$ cat src/rtl/eth_mac_pkg.sv
// Shared Ethernet MAC constants, RX state encoding and byte-wide reflected CRC-32 step.
package eth_mac_pkg;

    localparam logic [7:0]  ETH_PREAMBLE  = 8'h55;
    localparam logic [7:0]  ETH_SFD       = 8'hD5;
    localparam logic [31:0] CRC32_POLY    = 32'hEDB88320;
    localparam logic [31:0] CRC32_INIT    = 32'hFFFFFFFF;
    localparam logic [31:0] CRC32_RESIDUE = 32'hDEBB20E3;

    typedef enum logic [1:0] {
        DROP,
        IDLE,
        PREAMBLE,
        PAYLOAD
    } rx_state_t;

    function automatic logic [31:0] crc32_byte(input logic [31:0] crc, input logic [7:0] data);
        logic [31:0] c;
        c = crc ^ {24'h0, data};
        for (int unsigned i = 0; i < 8; i++) begin
            c = c[0] ? ((c >> 1) ^ CRC32_POLY) : (c >> 1);
        end
        return c;
    endfunction

endpackage

$ cat src/rtl/eth_mac_rx_if.sv
// AXI-stream beat bundle (no tready) carrying received frames toward the RX FIFO.
interface eth_mac_rx_if;

    logic [7:0] tdata;
    logic       tvalid;
    logic       tlast;
    logic       tuser;

    modport master (output tdata, tvalid, tlast, tuser);
    modport slave  (input  tdata, tvalid, tlast, tuser);

endinterface

$ cat src/rtl/eth_mac_rx_crc32.sv
// Byte-wide CRC-32 register with synchronous re-init and enable; shared with the TX FCS generator.
module eth_crc32
    import eth_mac_pkg::*;
(
    input  logic        clk_125,
    input  logic        reset_n,
    input  logic        init,
    input  logic        en,
    input  logic [7:0]  data,
    output logic [31:0] crc
);

    always_ff @(posedge clk_125 or negedge reset_n) begin
        if (!reset_n) begin
            crc <= CRC32_INIT;
        end else if (init) begin
            crc <= CRC32_INIT;
        end else if (en) begin
            crc <= crc32_byte(crc, data);
        end
    end

endmodule

$ cat src/rtl/eth_mac_rx.sv
// Ethernet RX MAC: preamble/SFD strip, length and FCS check, AXI-stream output.
// Define ETH_MAC_RX_FCS_STRIP_EN to drop the 4 FCS bytes from the output stream.
module eth_mac_rx
    import eth_mac_pkg::*;
#(
    parameter int unsigned MIN_FRAME = 64,
    parameter int unsigned MAX_FRAME = 1518
) (
    input  logic         clk_125,
    input  logic         reset_n,
    input  logic [7:0]   gmii_rxd,
    input  logic         gmii_rx_dv,
    input  logic         gmii_rx_er,
    input  logic         gmii_rx_ce,
    eth_mac_rx_if.master m_rx_axis,
    output logic         rx_frame_done,
    output logic         rx_crc_err
);

`ifdef ETH_MAC_RX_FCS_STRIP_EN
    localparam int unsigned DEPTH = 5;
`else
    localparam int unsigned DEPTH = 1;
`endif
    localparam logic [2:0]  FULL    = 3'(DEPTH);
    localparam logic [15:0] MIN_CNT = 16'(MIN_FRAME);
    localparam logic [15:0] MAX_CNT = 16'(MAX_FRAME);

    rx_state_t   state_q, state_d;
    logic        start, accept, close, trunc;
    logic        beat, crc_bad, bad;
    logic [31:0] crc_q;
    logic [15:0] count_q;
    logic [2:0]  fill_q;
    logic        er_seen_q;
    logic [7:0]  pipe_q [DEPTH];

    eth_crc32 u_crc (
        .clk_125 (clk_125),
        .reset_n (reset_n),
        .init    (start),
        .en      (accept),
        .data    (gmii_rxd),
        .crc     (crc_q)
    );

    always_ff @(posedge clk_125 or negedge reset_n) begin
        if (!reset_n) state_q <= DROP;
        else          state_q <= state_d;
    end

    // DROP leaves on dv low regardless of the byte strobe.
    always_comb begin
        state_d = state_q;
        start   = 1'b0;
        accept  = 1'b0;
        close   = 1'b0;
        trunc   = 1'b0;
        case (state_q)
            DROP: begin
                if (!gmii_rx_dv) state_d = IDLE;
            end
            IDLE, PREAMBLE: begin
                if (gmii_rx_ce) begin
                    if (!gmii_rx_dv) begin
                        state_d = IDLE;
                    end else if (gmii_rxd == ETH_PREAMBLE) begin
                        state_d = PREAMBLE;
                    end else if (gmii_rxd == ETH_SFD) begin
                        state_d = PAYLOAD;
                        start   = 1'b1;
                    end else begin
                        state_d = DROP;
                    end
                end
            end
            PAYLOAD: begin
                if (gmii_rx_ce) begin
                    if (!gmii_rx_dv) begin
                        close   = 1'b1;
                        state_d = IDLE;
                    end else if (count_q >= MAX_CNT) begin
                        trunc   = 1'b1;
                        state_d = DROP;
                    end else begin
                        accept  = 1'b1;
                    end
                end
            end
            default: state_d = DROP;
        endcase
    end

    always_comb begin
        beat    = (accept || close || trunc) && (fill_q == FULL);
        crc_bad = (crc_q != CRC32_RESIDUE);
        bad     = trunc || crc_bad || er_seen_q || (count_q < MIN_CNT);
    end

    always_ff @(posedge clk_125 or negedge reset_n) begin
        if (!reset_n) begin
            m_rx_axis.tdata  <= '0;
            m_rx_axis.tvalid <= 1'b0;
            m_rx_axis.tlast  <= 1'b0;
            m_rx_axis.tuser  <= 1'b0;
            rx_frame_done    <= 1'b0;
            rx_crc_err       <= 1'b0;
            count_q          <= '0;
            fill_q           <= '0;
            er_seen_q        <= 1'b0;
            for (int unsigned i = 0; i < DEPTH; i++) pipe_q[i] <= '0;
        end else begin
            m_rx_axis.tvalid <= beat;
            m_rx_axis.tdata  <= beat ? pipe_q[DEPTH-1] : '0;
            m_rx_axis.tlast  <= beat && (close || trunc);
            m_rx_axis.tuser  <= beat && (close || trunc) && bad;
            rx_frame_done    <= beat && (close || trunc);
            rx_crc_err       <= beat && close && crc_bad;
            if (start) begin
                count_q   <= '0;
                fill_q    <= '0;
                er_seen_q <= 1'b0;
            end
            if (accept) begin
                pipe_q[0] <= gmii_rxd;
                for (int unsigned i = 1; i < DEPTH; i++) pipe_q[i] <= pipe_q[i-1];
                if (fill_q != FULL)              fill_q  <= fill_q + 3'd1;
                if (count_q != MAX_CNT + 16'd1)  count_q <= count_q + 16'd1;
                if (gmii_rx_er)                  er_seen_q <= 1'b1;
            end
            if (close || trunc) fill_q <= '0;
        end
    end

endmodule

$ cat src/flat_wrapper.sv
// flat-port wrapper written by rule: the top's interface ports become plain ports
module eth_mac_rx_flat import eth_mac_pkg::*;
#(
    parameter int unsigned MIN_FRAME = 64,
    parameter int unsigned MAX_FRAME = 1518
)
  (clk_125, reset_n, gmii_rxd, gmii_rx_dv, gmii_rx_er, gmii_rx_ce, rx_frame_done, rx_crc_err, m_rx_axis_tdata, m_rx_axis_tvalid, m_rx_axis_tlast, m_rx_axis_tuser);
  eth_mac_rx_if m_rx_axis_i ();
  input  logic clk_125;
  input  logic reset_n;
  input  logic [7:0] gmii_rxd;
  input  logic gmii_rx_dv;
  input  logic gmii_rx_er;
  input  logic gmii_rx_ce;
  output logic rx_frame_done;
  output logic rx_crc_err;
  output wire logic [$bits(m_rx_axis_i.tdata)-1:0] m_rx_axis_tdata;
  output wire logic [$bits(m_rx_axis_i.tvalid)-1:0] m_rx_axis_tvalid;
  output wire logic [$bits(m_rx_axis_i.tlast)-1:0] m_rx_axis_tlast;
  output wire logic [$bits(m_rx_axis_i.tuser)-1:0] m_rx_axis_tuser;
  assign m_rx_axis_tdata = m_rx_axis_i.tdata;
  assign m_rx_axis_tvalid = m_rx_axis_i.tvalid;
  assign m_rx_axis_tlast = m_rx_axis_i.tlast;
  assign m_rx_axis_tuser = m_rx_axis_i.tuser;
  eth_mac_rx #(.MIN_FRAME(MIN_FRAME), .MAX_FRAME(MAX_FRAME)) u_core (.clk_125(clk_125), .reset_n(reset_n), .gmii_rxd(gmii_rxd), .gmii_rx_dv(gmii_rx_dv), .gmii_rx_er(gmii_rx_er), .gmii_rx_ce(gmii_rx_ce), .m_rx_axis(m_rx_axis_i), .rx_frame_done(rx_frame_done), .rx_crc_err(rx_crc_err));
endmodule
$ cat config.mk
export PLATFORM = sky130hd
export DESIGN_NAME = eth_mac_rx_flat
export DESIGN_NICKNAME = d
export VERILOG_FILES = /design/src/rtl/eth_mac_pkg.sv /design/src/rtl/eth_mac_rx_if.sv /design/src/rtl/eth_mac_rx_crc32.sv /design/src/rtl/eth_mac_rx.sv /design/src/flat_wrapper.sv
export SDC_FILE = /design/constraint.sdc
export NUM_CORES = 1
export LEC_CHECK = 0
export CAP_MARGIN = 20
export CORE_MARGIN = 2
export CORE_UTILIZATION = 59
export DETAILED_ROUTE_END_ITERATION = 6
export GPL_TIMING_DRIVEN = 0
export PLACE_DENSITY = 0.89
export SLEW_MARGIN = 20
export SYNTH_ARGS = -nofsm -noshare
export SYNTH_HDL_FRONTEND = slang
export SYNTH_SLANG_ARGS = --single-unit
$ cat constraint.sdc
create_clock -name clk_125 -period 2.8 [get_ports clk_125]
set_clock_uncertainty 0.2 [all_clocks]
set_input_delay 0.56 -clock clk_125 [delete_from_list [all_inputs] [get_ports clk_125]]
set_output_delay 0.56 -clock clk_125 [all_outputs]
set_load 0.02 [all_outputs]
==> impl_metrics.toml <==
[finish]
drive_gt1_share_pct = 18.1
finalInstanceArea_mm2 = 0.00464
fillers = 465
fin_nets = 446
layout.cells.non_filler = 512
antennaDiodeCount = 0
area_growth_pct = 15.7

[logic_synthesis]
seq_area_frac_synth_pct = 47.2
async_flop_share_pct = 100
ys.flop_type = "dfrtp_1"
ys_ff_latch = 74
ys_warn_count = 0
postSynthAreaPerCell_um2 = 10.3
syn_nets = 409
synthesis.instances = 390
synth_cell_type_count = 54
synth-edff-count = 0
syn_area_mm2 = 0.00401

[global_routing]
grt_pass1_vias = 3055
grt_max_degree = 50
track_usage_pct = 26.1
grt_overflow = 0
grt_antenna_before_repair = 0
grt_pass1_wl_um = 14900

[worst_setup_path]
crit_cells = 6
reg2reg_depth = 5
arrival_ps = 2840
max_stage_delay_ps = 530
cp.required_ps = 2870
cp_common_cell = "xnor2_2"
crit_path_cell_trace = "clkdlybuf4s50_1, xnor2_2, xnor2_2, xnor2_1, xnor3_1, o211ai_1"
cp-end-kind = "flip-flop"
crit_path_top_delay_cell = "clkdlybuf4s50_1"
path_buf_inv = 1
crit_type = "in -> reg"
cp_max_fo = 5
critical_path.top_delay_family = "XOR/XNOR gates"
cp-start-kind = "primary input"

[run_status]
status = "completed"

[placement]
gp_congestion = 0.911
port_buffers = 25
hpwl_um = 6460
dp_cells = 496
post-place-ws_ps = -623
placedInstanceArea_mm2 = 0.00438

[clock_network]
clock-sinks = 74
cts_setup_buffers = 0
root_buffer = "clkbuf_8"
htree_levels = 3
cts_buffers = 9
clk_pin_slew_ps = 80
clk_path_buf_depth = 2
clk_latency_ps = 360
cts_tree = "built"

[pwr]
p_leak_uw = 0.00198
p_seq_share_pct = 45.5
pwr-share-clk_pct = 29.9
intPower_uw = 1810
power_density_mw_per_mm2 = 565
pwr-share-comb_pct = 24.7
ir_drop_mv = 0.380
switchingPower_uw = 818
switching_share_pct = 31.2

[sta]
setup_viol = 0
maxSlewViolCount = 0
period_share_pct = 98.9
timing_hold_violations_final = 0
setup_ws_ps = 31.3
fmax_mhz = 361
rsz0062_at_grt = "no"
tightest_slew_ps = 797
min_period_ps = 2770
max_slew_margin_pct = 46.5

[route]
ant_nets = 0
dr.pass1.iters = 5
totalWireLength_um = 9000
drc_errors = 0
wire_per_inst_um = 17.6
avgViaCountPerCell = 6.02
first_iter_violations = 241
via_count = 3084

[flow_run]
drv_cap = 0

[floorplan]
die_w_um = 86.4
dieArea_mm2 = 0.00747
core_area_mm2 = 0.00668
start_util_pct = 60.0
rows = 30
ios = 26
dieHeight_um = 86.4

[hold_path]
hold_path.class = "reg -> reg"
worstHoldPathCells = 2
[through the flow]
stage          TNS (ps)  total power [uW]  hold WS [ps]  utilization, %
2_1_floorplan         0              1680          64.4               -
3_3_place_gp     -97060              1810           242            65.2
3_5_place_dp     -22130              1830           249            65.6
4_1_cts               0              2620           266            68.7
5_1_grt               0              2740           292            69.4
6_report              0              2620           268            69.4
[Yosys cell counts (7+ instances only)]
cell type / n / area share [%]
o21ai_1: 13 / 1.6
dfstp_2: 32 / 21
clkbuf_1: 12 / 1.1
dfrtp_1: 42 / 26
nor2_1: 15 / 1.4
and3_1: 12 / 1.9
nand3_1: 14 / 1.7
a21oi_1: 15 / 1.9
inv_1: 8 / 0.75
and2_1: 7 / 1.1
o211ai_1: 16 / 3.0
xor2_1: 21 / 4.6
xnor2_1: 41 / 9.0
nand2_1: 53 / 5.0
[layer usage]
metal | up-vias | track usage [%] | part of all wire, % | wire length, um
li1 | 1437 | - | - | -
met1 | 1499 | 32.6 | 39 | 3540
met2 | 125 | 42.9 | 51 | 4550
met3 | 23 | 5.14 | 7.3 | 656
met4 | 0 | 14.1 | 2.8 | 250
met5 | - | 0 | 0 | 0
[registers in the layout, summed over array words and instances, names as in the netlist]
signal and cells:
u_core.count_q 16, u_core.er_seen_q 1, u_core.fill_q 3, u_core.m_rx_axis.tdata 8, u_core.m_rx_axis.tlast 1, u_core.m_rx_axis.tuser 1, u_core.m_rx_axis.tvalid 1, u_core.pipe_q 8
u_core.rx_crc_err 1, u_core.state_q 2, u_core.u_crc.crc 32
[cell families after synthesis]
logic type	after synthesis	share of synthesized area (%)
flip-flops	74	47.2
buffers and inverters	25	2.47
AO/OA/AOI/OAI	73	12.3
multiplexers	3	0.749
XOR/XNOR	69	16.7
adder cells (fa/ha/maj)	6	1.87
AND/OR/NAND/NOR	140	18.8
[power by group through the flow]
stage	combinational [uW]	sequential (uW)	clock (uW)
floorplan	487	1190	0
global route	709	1200	832
CTS	632	1190	794
global placement	602	1200	0
detailed placement	623	1210	0
finish	647	1190	784
[area by class of cell]
type	count	area, um2	share of cell area, %
Buffer	16	71.3	1.54
Timing Repair Buffer	27	285	6.15
Clock buffer	10	138	2.97
Tap cell	80	100	2.16
Clock inverter	6	50.0	1.08
Inverter	8	30.0	0.647
Sequential cell	74	1890	40.8
Multi-Input combinational cell	291	2070	44.7
[cell usage in the layout (no fill, tap or decap), types with 8 or more instances in the layout]
master	synthesis	routed
nor2_1	15	15
nand2_1	53	53
and3_1	12	12
dfrtp_1	42	42
dfstp_2	32	32
o211ai_1	16	16
clkdlybuf4s50_1	0	24
o21ai_1	13	13
xnor2_1	41	38
nand3_1	14	14
inv_1	8	8
clkbuf_8	0	10
clkbuf_1	12	8
xor2_1	21	21
a21oi_1	15	15
[worst paths after layout]
check                           slack [ps]              endpoint                from
worst max-delay path                    30  u_core.u_crc.crc[19]         gmii_rxd[7]
worst min-delay path                   270      u_core.pipe_q[2]    u_core.pipe_q[2]
worst max register to register         140     u_core.count_q[6]  u_core.count_q[11]
worst min register to register         270      u_core.pipe_q[2]    u_core.pipe_q[2]
max in group asynchronous             1330  u_core.u_crc.crc[10]             reset_n
min in group asynchronous              450    u_core.count_q[10]             reset_n
[worst reg2reg max path, cell delays in order (launching register included)]
cell and delay [ps]:
dfrtp_1 390, or4_4 580, or3_4 370, o311ai_4 470, nand2_1 260, a31o_1 290
[what timing repair did]
item | 4_1_cts | 5_1_grt
pin swaps | 0 | 1
gates resized for setup | 2 | 14
hold buffers | 1 | 0
hold endpoints to repair | 25 | 0
setup endpoints to repair | 27 | 43
No activity file was read; power rests on OpenSTA's default activity.
